### config.mk
export PLATFORM = sky130hd
export DESIGN_NAME = clock_time_setter
export DESIGN_NICKNAME = d
export VERILOG_FILES = /design/src/rtl/clock_time_setter.sv
export SDC_FILE = /design/constraint.sdc
export NUM_CORES = 1
export LEC_CHECK = 0
export CORE_ASPECT_RATIO = 2
export CORE_MARGIN = 2
export CORE_UTILIZATION = 47
export CTS_BUF_LIST = sky130_fd_sc_hd__clkbuf_2 sky130_fd_sc_hd__clkbuf_4 sky130_fd_sc_hd__clkbuf_8
export CTS_CLUSTER_DIAMETER = 100
export CTS_CLUSTER_SIZE = 24
export DETAILED_ROUTE_END_ITERATION = 10
export HOLD_SLACK_MARGIN = 0.06
export PLACE_DENSITY = 0.76
export SLEW_MARGIN = 20
export SYNTH_ARGS = -nofsm -noshare
export SYNTH_HDL_FRONTEND = slang
export SYNTH_SLANG_ARGS = --single-unit
### constraint.sdc
create_clock -name clk -period 1.8 [get_ports clk]
set_input_delay 0.36 -clock clk [delete_from_list [all_inputs] [get_ports clk]]
set_output_delay 0.36 -clock clk [all_outputs]
set_load 0.05 [all_outputs]
### src/rtl/clock_time_setter.sv
// Drives timekeeper add_minute/add_hour pulses until the reported
// time matches a latched target, then reports done or error.
module clock_time_setter #(
   parameter int SETTLE    = 1,
   parameter int MAX_STEPS = 120
) (
   input  logic       clk,
   input  logic       reset,
   input  logic       start,
   input  logic       abort,
   input  logic       AM_mode,
   input  logic [5:0] target_hr,
   input  logic [5:0] target_min,
   input  logic       target_pm,
   input  logic [5:0] curr_hr,
   input  logic [5:0] curr_min,
   input  logic       curr_AM_PM,
   output logic       add_minute,
   output logic       add_hour,
   output logic       busy,
   output logic       done,
   output logic       error
);

   localparam int CB = $clog2(MAX_STEPS + 1);
   localparam int CW = (CB > 7) ? CB : 7;
   localparam logic [CW-1:0] MAX_C = CW'(MAX_STEPS);
   localparam logic [3:0] SETTLE_M1 = 4'(SETTLE - 1);

   typedef enum logic [2:0] {
      IDLE, CHECK, PULSE_MIN, PULSE_HR, WAIT, DONE
   } state_t;

   state_t        state_q, state_d;
   logic [5:0]    tgt_hr_q, tgt_hr_d;
   logic [5:0]    tgt_min_q, tgt_min_d;
   logic          tgt_pm_q, tgt_pm_d;
   logic          mode_q, mode_d;
   logic [CW-1:0] step_q, step_d;
   logic [3:0]    wait_q, wait_d;
   logic          add_minute_q, add_minute_d;
   logic          add_hour_q, add_hour_d;
   logic          busy_q, busy_d;
   logic          done_q, done_d;
   logic          error_q, error_d;

   logic tgt_ok;
   logic min_miss;
   logic hr_miss;

   always_comb begin
      tgt_ok = (target_min <= 6'd59) &&
               (AM_mode ? (target_hr != 6'd0 && target_hr <= 6'd12)
                        : (target_hr <= 6'd23));
      min_miss = (curr_min != tgt_min_q);
      hr_miss  = (curr_hr != tgt_hr_q) ||
                 (mode_q && (curr_AM_PM != tgt_pm_q));
   end

   always_comb begin
      state_d      = state_q;
      tgt_hr_d     = tgt_hr_q;
      tgt_min_d    = tgt_min_q;
      tgt_pm_d     = tgt_pm_q;
      mode_d       = mode_q;
      step_d       = step_q;
      wait_d       = wait_q;
      add_minute_d = 1'b0;
      add_hour_d   = 1'b0;
      busy_d       = busy_q;
      done_d       = 1'b0;
      error_d      = 1'b0;
      if (state_q == IDLE) begin
         if (start) begin
            if (!tgt_ok) begin
               error_d = 1'b1;
            end else begin
               tgt_hr_d  = target_hr;
               tgt_min_d = target_min;
               tgt_pm_d  = target_pm;
               mode_d    = AM_mode;
               step_d    = '0;
               busy_d    = 1'b1;
               state_d   = CHECK;
            end
         end
      end else if (abort) begin
         busy_d  = 1'b0;
         state_d = IDLE;
      end else if (AM_mode != mode_q) begin
         error_d = 1'b1;
         busy_d  = 1'b0;
         state_d = IDLE;
      end else begin
         unique case (state_q)
            CHECK: begin
               if (min_miss || hr_miss) begin
                  if (step_q >= MAX_C) begin
                     error_d = 1'b1;
                     busy_d  = 1'b0;
                     state_d = IDLE;
                  end else if (min_miss) begin
                     add_minute_d = 1'b1;
                     state_d      = PULSE_MIN;
                  end else begin
                     add_hour_d = 1'b1;
                     state_d    = PULSE_HR;
                  end
               end else begin
                  done_d  = 1'b1;
                  busy_d  = 1'b0;
                  state_d = DONE;
               end
            end
            PULSE_MIN, PULSE_HR: begin
               step_d  = (&step_q) ? step_q : step_q + 1'b1;
               wait_d  = '0;
               state_d = WAIT;
            end
            WAIT: begin
               if (wait_q == SETTLE_M1) begin
                  state_d = CHECK;
               end else begin
                  wait_d = wait_q + 1'b1;
               end
            end
            DONE:    state_d = IDLE;
            default: state_d = IDLE;
         endcase
      end
   end

   always_ff @(posedge clk) begin
      if (reset) begin
         state_q      <= IDLE;
         tgt_hr_q     <= '0;
         tgt_min_q    <= '0;
         tgt_pm_q     <= 1'b0;
         mode_q       <= 1'b0;
         step_q       <= '0;
         wait_q       <= '0;
         add_minute_q <= 1'b0;
         add_hour_q   <= 1'b0;
         busy_q       <= 1'b0;
         done_q       <= 1'b0;
         error_q      <= 1'b0;
      end else begin
         state_q      <= state_d;
         tgt_hr_q     <= tgt_hr_d;
         tgt_min_q    <= tgt_min_d;
         tgt_pm_q     <= tgt_pm_d;
         mode_q       <= mode_d;
         step_q       <= step_d;
         wait_q       <= wait_d;
         add_minute_q <= add_minute_d;
         add_hour_q   <= add_hour_d;
         busy_q       <= busy_d;
         done_q       <= done_d;
         error_q      <= error_d;
      end
   end

   assign add_minute = add_minute_q;
   assign add_hour   = add_hour_q;
   assign busy       = busy_q;
   assign done       = done_q;
   assign error      = error_q;

endmodule

==> metrics.log, run 1 <==
INFO  metric criticalPathCategory = in2reg
INFO  metric power.share.sequential = 48.1%
INFO  metric yosys_most_used_dff = dfxtp_1
INFO  metric grt_pass1_vias = 1474
INFO  metric end_kind = flip-flop
INFO  metric place_hpwl = 2.94 mm
INFO  metric cts.hold.buffers_added = 0
INFO  metric final.period_utilization = 97.4%
INFO  metric postSynthRegisterBits = 33
INFO  metric place_congestion = 0.755
INFO  metric routed_wire_length_per_instance = 13.1 µm
INFO  metric dr_iter_0_viols = 48
INFO  metric tritoncts = done
INFO  metric areaGrowthSynthToFinish = 42.6%
INFO  metric postRouteWirelength = 3.87 mm
INFO  metric swShare = 24.1%
INFO  metric layout.nets = 283
INFO  metric syn_nets = 222
INFO  metric synth_async_sr_flop_share = 0%
INFO  metric drive_gt1_share = 24.6%
INFO  metric reg2regPathDepth = 6
INFO  metric hold_path.class = in2reg
INFO  metric edff_count_synth = 0
INFO  metric placedCellCount = 289
INFO  metric synth.cell_area = 1680 µm²
INFO  metric post_synth_inst_count = 187
INFO  metric insertedDiodeCount = 0
INFO  metric first_pass_grt_wire_length = 6.18 mm
INFO  metric fin_crit = 1.75 ns
INFO  metric global_route.overflow_total = 0
INFO  metric die_area = 4110 µm²
INFO  metric maxSlewHeadroom = 70.2%
INFO  metric i_o_pin_count = 36
INFO  metric status = finished clean
INFO  metric regToRegSetupSlack = 0.10 ns
INFO  metric floorplan.rows = 30
INFO  metric floorplan.core_area = 3420 µm²
INFO  metric initial_cell_density_of_the_core = 49.3%
INFO  metric total_leakage_power = 0.00103 µW
INFO  metric startpoint_of_the_lowest_slack_register_to_register_path = mode_q
INFO  metric cts_buffers = 5
INFO  metric tightest_slew = 0.446 ns
INFO  metric die_w = 46.3 µm
INFO  metric p_sw = 381 µW
INFO  metric clock_sink_count = 33
INFO  metric die-height = 88.7 µm
INFO  metric io_buffer_count = 35
INFO  metric report.final.slew_viol_count = 0
INFO  metric maximum_number_of_pins_on_one_net_before_global_route_repair = 14
INFO  metric max_cap_viol_count = 0
INFO  metric cp_max_fo = 5
INFO  metric worst_ep_required_time = 2.02 ns
INFO  metric clockBufferDepth = 2
INFO  metric number_of_setup_violations_in_the_final_report = 0
INFO  metric critPathArrivalTime = 1.98 ns
INFO  metric insertion_delay = 0.28 ns
INFO  metric drt_drc_violations_left = 0
INFO  metric crit-reg2reg-capture = step_q[3]
INFO  metric clock_network_fraction_of_total_power = 36.4%
INFO  metric peakVddDrop = 0.582 mV
INFO  metric fin_worst_hold_slack = 0.376 ns
INFO  metric yosysWarningCount = 0
INFO  metric fmax = 0.570 GHz
INFO  metric clock_tree.htree_level_count = 2
INFO  metric clock-root-buffer = clkbuf_8
INFO  metric comb_power_share = 15.4%
INFO  metric drt-vias-per-instance = 5.24
INFO  metric timing.final.hold_violations = 0
INFO  metric grt_antenna_before_repair = 0
INFO  metric drt_first_pass_iters = 4
INFO  metric clock-skew-final = 0.00513 ns
INFO  metric crit_start = curr_min[3]
INFO  metric detail-route-antenna-nets = 0
INFO  metric final-instance-count-excl-fill = 296
INFO  metric internal-power = 1200 µW
INFO  metric powerDensity = 658 nW/µm²
INFO  metric synth.yosys.seq_area_share = 39.2%
INFO  metric syn_avg_cell_area = 9.01 µm²
INFO  metric clk_pin_slew_worst_paths = 0.07 ns
INFO  metric worst_setup_path_start_kind = input port
INFO  metric final_util = 70.3%
INFO  metric combined_global_route_utilization_of_all_metal_layers = 20.7%
INFO  metric dr_total_vias = 1550
INFO  metric synth_cell_type_count = 43
INFO  metric setup.worst_path.end = error
## layout by cell type, fill, tap and decap left out, types with 3 or more instances in the layout
cell type and instances:
xor2_1 7, nand4_1 5, clkbuf_8 6, nand3_1 4, xor2_2 3, xnor2_1 10, inv_1 6, dlygate4sd2_1 6
nor3_2 3, nor3_1 5, dlymetal6s2s_1 5, buf_4 29, mux2i_1 13, a21oi_1 8, ha_1 4, nor2_1 31
nand2_1 14, dfxtp_1 33, clkdlybuf4s50_1 19
## logic make-up after synthesis
kind of cell / share of synthesized area [%]
AOI/OAI and AO/OA: 10.4
DFF: 39.2
muxes: 7.73
and+or+nand+nor: 25.0
adders and majority gates: 2.97
buffers and inverters: 3.86
xor gates and xnor gates: 10.8
## critical path, cell delays in order
cell,delay (ns)
clkdlybuf4s50_1,0.47
xor2_1,0.23
nor3_2,0.10
and2_4,0.17
or4_4,0.51
a21oi_2,0.14
## layer usage
layer  global-route usage [%]  vias to the layer above  share of wire, %  wire, µm
met5                        0                        -                 0         0
li1                         -                      765                 -         -
met1                     20.9                      739                35      1350
met2                     37.9                       38                60      2310
met3                     4.08                        8               3.2       122
met4                     9.61                        0               2.2        86
## synthesized netlist by cell type (2+ instances only)
| library cell | instances | area share (%) |
|---|---|---|
| dfxtp_1 | 33 | 39 |
| nor2_1 | 31 | 6.9 |
| nand2_1 | 14 | 3.1 |
| mux2i_1 | 13 | 7.7 |
| a21oi_1 | 10 | 3.0 |
| xnor2_1 | 10 | 5.2 |
| xor2_1 | 9 | 4.7 |
| inv_1 | 6 | 1.3 |
| nor3_1 | 6 | 1.8 |
| nand4_1 | 5 | 1.9 |
| clkbuf_1 | 4 | 0.89 |
| ha_1 | 4 | 3.0 |
| nand3_1 | 4 | 1.2 |
| a2111oi_2 | 2 | 1.8 |
| buf_6 | 2 | 1.3 |
| nor3_2 | 2 | 1.2 |
| nor4_1 | 2 | 0.74 |
| o21a_1 | 2 | 0.89 |
| o21ai_0 | 2 | 0.59 |
| o21ai_1 | 2 | 0.59 |
| or4_1 | 2 | 0.89 |
## how the worst min path moves through the flow
stage,start,depth (start not counted),endpoint
after floorplan,tgt_hr_q[5],2,tgt_hr_q[5]
after detailed placement,tgt_hr_q[5],2,tgt_hr_q[5]
after CTS,tgt_hr_q[5],2,tgt_hr_q[5]
after global placement,tgt_hr_q[5],2,tgt_hr_q[5]
after global routing,target_hr[1],3,tgt_hr_q[1]
final,target_hr[1],3,tgt_hr_q[1]
## cell type report
class / count / area [µm²]
multi-input combinational: 141 / 1020
timing repair buffer: 61 / 546
tap: 48 / 60.1
sequential: 33 / 661
fill: 265 / 1010
clock buffer: 7 / 90.1
inverter: 6 / 22.5
## state kept, by name (all words and copies together), names as in the netlist, 3 cells and up
signal,flops
step_q,7
wait_q,4
state_q,3
tgt_hr_q,6
tgt_min_q,6
## power by group through the flow
stage / Sequential (µW) / Clock (µW) / Combinational [µW]
6_report: 760 / 576 / 244
5_1_grt: 762 / 604 / 264
4_1_cts: 759 / 581 / 235
3_5_place_dp: 776 / 0 / 234
3_3_place_gp: 775 / 0 / 232
2_1_floorplan: 782 / 0 / 101
## stage by stage
stage | total power (µW) | setup slack [ns] | setup TNS (ns) | area, µm²
2_1_floorplan | 883 | 0.0747 | 0 | 1680
3_3_place_gp | 1010 | -0.372 | -10.19 | 2230
3_5_place_dp | 1010 | -0.382 | -10.80 | 2230
4_1_cts | 1580 | -0.0105 | -0.0105 | 2330
5_1_grt | 1630 | -0.0168 | -0.0324 | 2400
6_report | 1580 | 0.0460 | 0 | 2400
## what timing repair did
item | in CTS | in global routing
setup buffers | 0 | 1
resized for setup | 13 | 12
hold endpoints to repair | 0 | 0
cloned | 0 | 0
pin swaps | 10 | 2
setup endpoints to repair | 26 | 25
No activity file was read; power rests on OpenSTA's default activity.
==> inputs of run 2 (changes only) <==
--- a/config.mk
+++ b/config.mk
@@ -12,7 +12,7 @@
 export CTS_CLUSTER_DIAMETER = 100
 export CTS_CLUSTER_SIZE = 24
 export DETAILED_ROUTE_END_ITERATION = 10
-export HOLD_SLACK_MARGIN = 0.06
+export HOLD_SLACK_MARGIN = 0.1
 export PLACE_DENSITY = 0.76
 export SLEW_MARGIN = 20
 export SYNTH_ARGS = -nofsm -noshare
==> constraint.sdc (replaced) <==
create_clock -name clk -period 1.58 [get_ports clk]
set_input_delay 0.316 -clock clk [delete_from_list [all_inputs] [get_ports clk]]
set_output_delay 0.316 -clock clk [all_outputs]
set_load 0.05 [all_outputs]
==> run 2 against run 1 <==
  * The flow now finishes with violations (setup timing)
  * Global-route usage up 4.1 points
  * Clock power is 14% higher
  * Wire length grew 18%
  * Clock skew up 0.0018 ns
  * Via count rose by 4.4%
  * Setup slack lost 0.098 ns
  * Critical endpoint is now state_q[2]
  * Largest cell class unchanged
==> metrics.log, run 2 (synthesis gave the netlist of run 1 again) <==
INFO  metric status = finished, violations left
INFO  metric violations = setup timing
INFO  metric cp_max_fo = 4 (-1)
INFO  metric fmax = 0.613 GHz
INFO  metric drive_gt1_share = 37.9% (+13 points)
INFO  metric fin_crit = 1.63 ns
INFO  metric mostFrequentLayoutCells = buf_4, nor2_1, dfxtp_1
INFO  metric biggestRegsByFlops = step_q: 7 flops, tgt_hr_q: 6 flops, tgt_min_q: 6 flops
INFO  metric critical-path-top-delay-family = simple AND/OR/NAND/NOR gates
INFO  metric clock_tree.htree_level_count = 2 (unchanged)
INFO  metric dr_total_vias = 1618 (+4.4%)
INFO  metric die_area = 4110 µm² (unchanged)
INFO  metric dr_iter_0_viols = 35 (-27%)
INFO  metric layout.nets = 298 (+5.3%)
INFO  metric mostFrequentLayoutCell = buf_4
INFO  metric maximum_number_of_pins_on_one_net_before_global_route_repair = 11 (-3)
INFO  metric critPathArrivalTime = 1.82 ns (-0.16 ns)
INFO  metric cp.buffers_inverters = 1 (unchanged)
INFO  metric startpoint_of_the_lowest_slack_register_to_register_path = tgt_hr_q[2]
INFO  metric timing.final.hold_violations = 0 (unchanged)
INFO  metric place_hpwl = 3.06 mm (+4.0%)
INFO  metric routed_wire_length_per_instance = 14.6 µm (+12%)
INFO  metric place_congestion = 0.896 (+19%)
INFO  metric final.period_utilization = 103%
INFO  metric clk_pin_slew_worst_paths = 0.07 ns (about the same)
INFO  metric depth_of_the_worst_hold_timing_path = 3 (unchanged)
INFO  metric drt-vias-per-instance = 5.19 (-0.97%)
INFO  metric cts.hold.buffers_added = 0 (unchanged)
INFO  metric worst_ep_required_time = 1.77 ns (-0.25 ns)
INFO  metric powerDensity = 706 nW/µm² (+7.3%)
INFO  metric i_o_pin_count = 36 (unchanged)
INFO  metric first_pass_grt_wire_length = 7.27 mm (+18%)
INFO  metric insertedDiodeCount = 0 (unchanged)
INFO  metric global_route.overflow_total = 0 (unchanged)
INFO  metric crit-reg2reg-capture = state_q[2]
INFO  metric min_to = tgt_hr_q[1]
INFO  metric worst_setup_path_start_kind = flip-flop
INFO  metric io_buffer_count = 35 (unchanged)
INFO  metric postRouteWirelength = 4.56 mm (+18%)
INFO  metric power = 1830 µW (+16%)
INFO  metric clock_sink_count = 33 (unchanged)
INFO  metric maxSlewHeadroom = 77.3% (+7.1 points)
INFO  metric drt_first_pass_iters = 4 (unchanged)
INFO  metric areaGrowthSynthToFinish = 54.2%
INFO  metric crit_path_max_incr_delay = 0.34 ns (-0.17 ns)
INFO  metric grt_antenna_before_repair = 0 (unchanged)
INFO  metric insertion_delay = 0.29 ns (about the same)
INFO  metric end_kind = flip-flop
INFO  metric hold_path.startpoint = target_hr[1]
INFO  metric die-height = 88.7 µm (unchanged)
INFO  metric clock-root-buffer = clkbuf_8
INFO  metric tritoncts = done
INFO  metric total_leakage_power = 0.00116 µW (+13%)
INFO  metric final_util = 76.0% (+5.8 points)
INFO  metric peakVddDrop = 0.664 mV (+14%)
INFO  metric regMostFlops = step_q
INFO  metric combined_global_route_utilization_of_all_metal_layers = 24.7% (+4.1 points)
INFO  metric clock-skew-final = 0.00691 ns (+0.00178 ns)
INFO  metric floorplan.core_area = 3420 µm² (unchanged)
INFO  metric cts_buffers = 5 (unchanged)
INFO  metric grt_pass1_vias = 1670 (+13%)
INFO  metric number_of_setup_violations_in_the_final_report = 3 (+3)
INFO  metric regToRegSetupSlack = -0.05 ns (-0.15 ns)
INFO  metric drt_drc_violations_left = 0 (unchanged)
INFO  metric die_w = 46.3 µm (unchanged)
INFO  metric critical-path-slowest-cell = dfxtp_2
INFO  metric path_cells = xnor2_2 -> nand4_1 -> a2111oi_4 -> and2_4 -> buf_6 -> a211oi_2 -> nor4_1
INFO  metric hold_path.class = in2reg
INFO  metric setup_slack = -0.0520 ns (-0.0980 ns)
INFO  metric initial_cell_density_of_the_core = 49.3% (unchanged)
INFO  metric rsz0062_at_grt = true
INFO  metric detail-route-antenna-nets = 0 (unchanged)
INFO  metric floorplan.rows = 30 (unchanged)
INFO  metric tightest_slew = 0.340 ns (-0.106 ns)
INFO  metric reg2regPathDepth = 7 (+1)
INFO  metric report.final.slew_viol_count = 0 (unchanged)
INFO  metric criticalPathCategory = reg2reg
INFO  metric number_of_flip_flops_in_the_largest_register = 7 (unchanged)
INFO  metric max_cap_viol_count = 0 (unchanged)
INFO  metric clockBufferDepth = 2 (unchanged)
-- run 2: cell types whose count changed in the layout (fill, tap and decap cells not counted), sizes merged --
cell / change
buf: +15
clkbuf: +6
dlygate4sd2: +8
clkdlybuf4s50: -13
-- run 2: layout make-up --
| cell class | count | area [µm²] |
|---|---|---|
| Clock buffer | 8 | 91.3 |
| Tap cell | 48 | 60.1 |
| Inverter | 6 | 22.5 |
| Sequential cell | 33 | 671 |
| Fill cell | 234 | 818 |
| Multi-Input combinational cell | 141 | 1110 |
| Timing Repair Buffer | 76 | 643 |
-- run 2: through the flow --
stage               instance area (µm²)  std cells  setup TNS (ns)  setup WS (ns)  hold slack [ns]
global route                       2600        312          -0.539         -0.117            0.329
detailed placement                 2310        297          -16.11         -0.542            0.434
CTS                                2510        307          -0.137        -0.0966            0.426
global placement                   2310        297          -15.50         -0.522            0.427
floorplan                          1690        187          -0.428        -0.0476            0.421
finish                             2600        312         -0.0691        -0.0520            0.317
-- run 2: worst min-delay path, stage by stage --
cell      delay, ns
clkbuf_2       0.11
mux2i_1        0.07
nor2_1         0.08
-- run 2: worst max path at each step --
stage | end | startpoint | depth (start not counted) | slack (ns)
after floorplan | tgt_hr_q[0] | target_hr[0] | 7 | -0.05
after detailed placement | busy | curr_hr[0] | 7 | -0.54
final | state_q[2] | tgt_hr_q[2] | 7 | -0.05
after global routing | state_q[2] | tgt_hr_q[2] | 7 | -0.12
after global placement | tgt_min_q[1] | target_hr[0] | 8 | -0.52
after CTS | busy | tgt_hr_q[2] | 6 | -0.1
-- run 2: where the power goes --
group          internal (µW)  leakage (µW)  total (µW)  switching (µW)
clock                    364     0.0000498         659             295
sequential               851      0.000271         870            18.5
combinational            164      0.000844         306             142
total                   1380       0.00116        1830             455
-- run 2: repair_timing --
| item | CTS | global route |
|---|---|---|
| buffers inserted | 2 | 5 |
| gates resized for setup | 45 | 25 |
| setup endpoints to repair | 33 | 29 |
| pin swaps | 25 | 15 |
-- run 2: layer usage --
metal  share of wire (%)  global-route usage [%]  up-vias
li1                    -                       -      795
met1                  35                    23.8      773
met2                  59                    43.9       43
met3                 3.2                    4.29        7
met4                 2.5                    17.4        0
met5                   0                       0        -
==> inputs of run 3 (changes only) <==
--- a/config.mk
+++ b/config.mk
@@ -6,7 +6,6 @@
 export NUM_CORES = 1
 export LEC_CHECK = 0
 export CORE_ASPECT_RATIO = 2
-export CORE_MARGIN = 2
 export CORE_UTILIZATION = 47
 export CTS_BUF_LIST = sky130_fd_sc_hd__clkbuf_2 sky130_fd_sc_hd__clkbuf_4 sky130_fd_sc_hd__clkbuf_8
 export CTS_CLUSTER_DIAMETER = 100
==> run 3 against run 2 <==
  * The run still ends with setup timing left
  * Register-to-register slack worse by 0.07 ns
  * Utilization up 3.7 points
  * Combinational power increased by 14%
  * Wire length up 16%
  * Total power up 5.2%
  * Setup slack got worse by 0.067 ns
  * Critical path type unchanged
  * Critical endpoint is now state_q[0]
  * Highest routed layer unchanged
==> metrics.log, run 3 (synthesis gave the netlist of run 1 again) <==
INFO  metric mostFrequentLayoutCells = buf_4, nor2_1, dfxtp_1
INFO  metric critical-path-slowest-cell = dfxtp_2
INFO  metric critPathArrivalTime = 1.88 ns (+0.06 ns)
INFO  metric tritoncts = done
INFO  metric area.sequential = 677 µm² (+0.93%)
INFO  metric critical-path-top-delay-family = compound AO/OA/AOI/OAI gates
INFO  metric drt_drc_violations_left = 0 (unchanged)
INFO  metric total_leakage_power = 0.00118 µW (+1.7%)
INFO  metric worst_ep_required_time = 1.76 ns (about the same)
INFO  metric status = finished, violations left
INFO  metric grt_antenna_before_repair = 0 (unchanged)
INFO  metric depth_of_the_worst_hold_timing_path = 3 (unchanged)
INFO  metric fmax = 0.589 GHz (-3.9%)
INFO  metric floorplan.rows = 30 (unchanged)
INFO  metric maximum_number_of_pins_on_one_net_before_global_route_repair = 11 (unchanged)
INFO  metric cp.buffers_inverters = 1 (unchanged)
INFO  metric fin_crit = 1.70 ns (+0.0667 ns)
INFO  metric clk_pin_slew_worst_paths = 0.07 ns (about the same)
INFO  metric fin_worst_hold_slack = 0.327 ns (+0.00999 ns)
INFO  metric dr_iter_0_viols = 68 (+94%)
INFO  metric cts_buffers = 5 (unchanged)
INFO  metric reg2regPathDepth = 7 (unchanged)
INFO  metric first_pass_grt_wire_length = 7.47 mm (+2.8%)
INFO  metric number_of_setup_violations_in_the_final_report = 6 (+3)
INFO  metric die_area = 3840 µm² (-6.5%)
INFO  metric comb_power_share = 18.0% (+1.3 points)
INFO  metric report.final.slew_viol_count = 0 (unchanged)
INFO  metric post_route_setup_tns = -0.324 ns (-0.255 ns)
INFO  metric setup_slack = -0.119 ns (-0.0667 ns)
INFO  metric mostFrequentLayoutCell = buf_4
INFO  metric final-instance-count-excl-fill = 315 (+0.96%)
INFO  metric tightest_slew = 0.409 ns (+0.0682 ns)
INFO  metric hold_path.class = in2reg
INFO  metric criticalPathCategory = reg2reg
INFO  metric cp_max_fo = 2 (-2)
INFO  metric rsz0062_at_grt = true
INFO  metric die_w = 44.3 µm (-4.3%)
INFO  metric insertion_delay = 0.28 ns (about the same)
INFO  metric timing.final.hold_violations = 0 (unchanged)
INFO  metric dr_total_vias = 1711 (+5.7%)
INFO  metric combined_global_route_utilization_of_all_metal_layers = 26.6% (+1.9 points)
INFO  metric crit_path_max_incr_delay = 0.33 ns (about the same)
INFO  metric global_route.overflow_total = 0 (unchanged)
INFO  metric path_cells = xnor2_1 -> nand4_1 -> a2111oi_4 -> buf_4 -> o21a_1 -> nor2_2 -> a2111oi_4
INFO  metric startpoint_of_the_lowest_slack_register_to_register_path = tgt_hr_q[2]
INFO  metric end_kind = flip-flop
INFO  metric max_cap_viol_count = 0 (unchanged)
INFO  metric place_hpwl = 3.12 mm (+2.2%)
INFO  metric regMostFlops = step_q
INFO  metric place_congestion = 0.848 (-5.4%)
INFO  metric violations = setup timing
INFO  metric crit-reg2reg-capture = state_q[0]
INFO  metric clockBufferDepth = 2 (unchanged)
INFO  metric number_of_flip_flops_in_the_largest_register = 7 (unchanged)
INFO  metric routed_wire_length_per_instance = 16.8 µm (+15%)
INFO  metric regToRegSetupSlack = -0.12 ns (-0.07 ns)
INFO  metric clock-root-buffer = clkbuf_8
INFO  metric power.share.sequential = 45.1% (-2.3 points)
INFO  metric i_o_pin_count = 36 (unchanged)
INFO  metric worst_setup_path_start_kind = flip-flop
INFO  metric powerDensity = 708 nW/µm² (+0.31%)
INFO  metric floorplan.core_area = 3420 µm² (unchanged)
INFO  metric swShare = 26.1% (+1.3 points)
INFO  metric initial_cell_density_of_the_core = 49.3% (unchanged)
INFO  metric p_sw = 504 µW (+11%)
INFO  metric cts.hold.buffers_added = 0 (unchanged)
INFO  metric drive_gt1_share = 42.3% (+4.4 points)
INFO  metric io_buffer_count = 35 (unchanged)
INFO  metric clock-skew-final = 0.00188 ns (-0.00503 ns)
INFO  metric clock_sink_count = 33 (unchanged)
INFO  metric clock_tree.htree_level_count = 2 (unchanged)
INFO  metric insertedDiodeCount = 0 (unchanged)
INFO  metric die-height = 86.7 µm (-2.3%)
INFO  metric hold_path.startpoint = target_hr[4]
INFO  metric clock_network_fraction_of_total_power = 36.8% (+0.9 points)
INFO  metric detail-route-antenna-nets = 0 (unchanged)
INFO  metric filler_cell_count = 212 (-9.4%)
INFO  metric internal-power = 1430 µW (+3.4%)
INFO  metric postRouteWirelength = 5.29 mm (+16%)
INFO  metric dpl_worst_slack = -0.586 ns (-0.0446 ns)
INFO  metric peakVddDrop = 0.700 mV (+5.4%)
INFO  metric layout.nets = 301 (+1.0%)
INFO  metric placedCellCount = 299 (+0.67%)
INFO  metric cp_dominant_cell_by_count = a2111oi_4
INFO  metric min_to = tgt_hr_q[4]
INFO  metric maxSlewHeadroom = 72.7% (-4.6 points)
INFO  metric multi_input_area = 1170 µm² (+5.5%)
INFO  metric grt_pass1_vias = 1712 (+2.5%)
INFO  metric final.period_utilization = 108% (+4.2 points)
INFO  metric drt-vias-per-instance = 5.43 (+4.7%)
INFO  metric biggestRegsByFlops = step_q: 7 flops, tgt_hr_q: 6 flops, tgt_min_q: 6 flops
INFO  metric areaGrowthSynthToFinish = 61.8%
INFO  metric drt_first_pass_iters = 4 (unchanged)
[run 3: cell types whose count changed in the layout (fill, tap and decap cells not counted), sizes merged]
cell / before / now
dlymetal6s2s: 5 / 4
clkdlybuf4s50: 6 / 5
clkinv: 0 / 1
clkbuf: 13 / 10
dlygate4sd2: 14 / 17
buf: 46 / 50
[run 3: worst min-delay path, stage by stage]
cell	delay [ns]
dlymetal6s2s_1	0.10
mux2i_1	0.07
nor2_1	0.08
[run 3: routing by layer]
layer  vias up  wire [µm]  GRT usage (%)
li1        807          -              -
met1       816       1860           24.7
met2        70       3070           49.6
met3        18        186           6.46
met4         0        174           14.9
met5         -          0              0
[run 3: worst max-delay path by stage]
stage	start	to	slack, ns	cells after the start
after detailed placement	curr_hr[4]	state_q[2]	-0.59	6
after CTS	tgt_hr_q[2]	state_q[2]	-0.07	6
after floorplan	target_hr[0]	tgt_hr_q[0]	-0.05	7
after global placement	curr_hr[0]	busy	-0.55	7
final	tgt_hr_q[2]	state_q[0]	-0.12	7
after global routing	tgt_hr_q[2]	state_q[0]	-0.19	7
[run 3: cell type report]
class                   instances  area share, %
multi-input cells             141           43.0
well taps                      48           2.20
inverters                       6          0.826
flip-flops and latches         33           24.8
clock buffers                   7           3.54
clock inverters                 1          0.184
repair buffers                 79           25.4
[run 3: through the flow]
| step | instance area, µm² | total power, µW | util, % |
|---|---|---|---|
| 6_report | 2730 | 1930 | 79.8 |
| 5_1_grt | 2730 | 1990 | 79.8 |
| 4_1_cts | 2600 | 1900 | 76.0 |
| 3_5_place_dp | 2340 | 1170 | 68.5 |
| 3_3_place_gp | 2340 | 1170 | 68.5 |
| 2_1_floorplan | 1690 | 1010 | - |
[run 3: what timing repair did]
item / in CTS / in global routing
buffers inserted: 5 / 2
endpoints found under the setup margin: 33 / 30
cloned: 1 / 0
pin swaps: 29 / 26
gates resized for setup: 52 / 34
[run 3: power groups by stage]
stage	Clock, µW	Combinational, µW	Sequential [µW]
2_1_floorplan	0	116	891
3_3_place_gp	0	283	883
3_5_place_dp	0	288	884
4_1_cts	718	311	867
5_1_grt	753	367	872
6_report	711	348	871
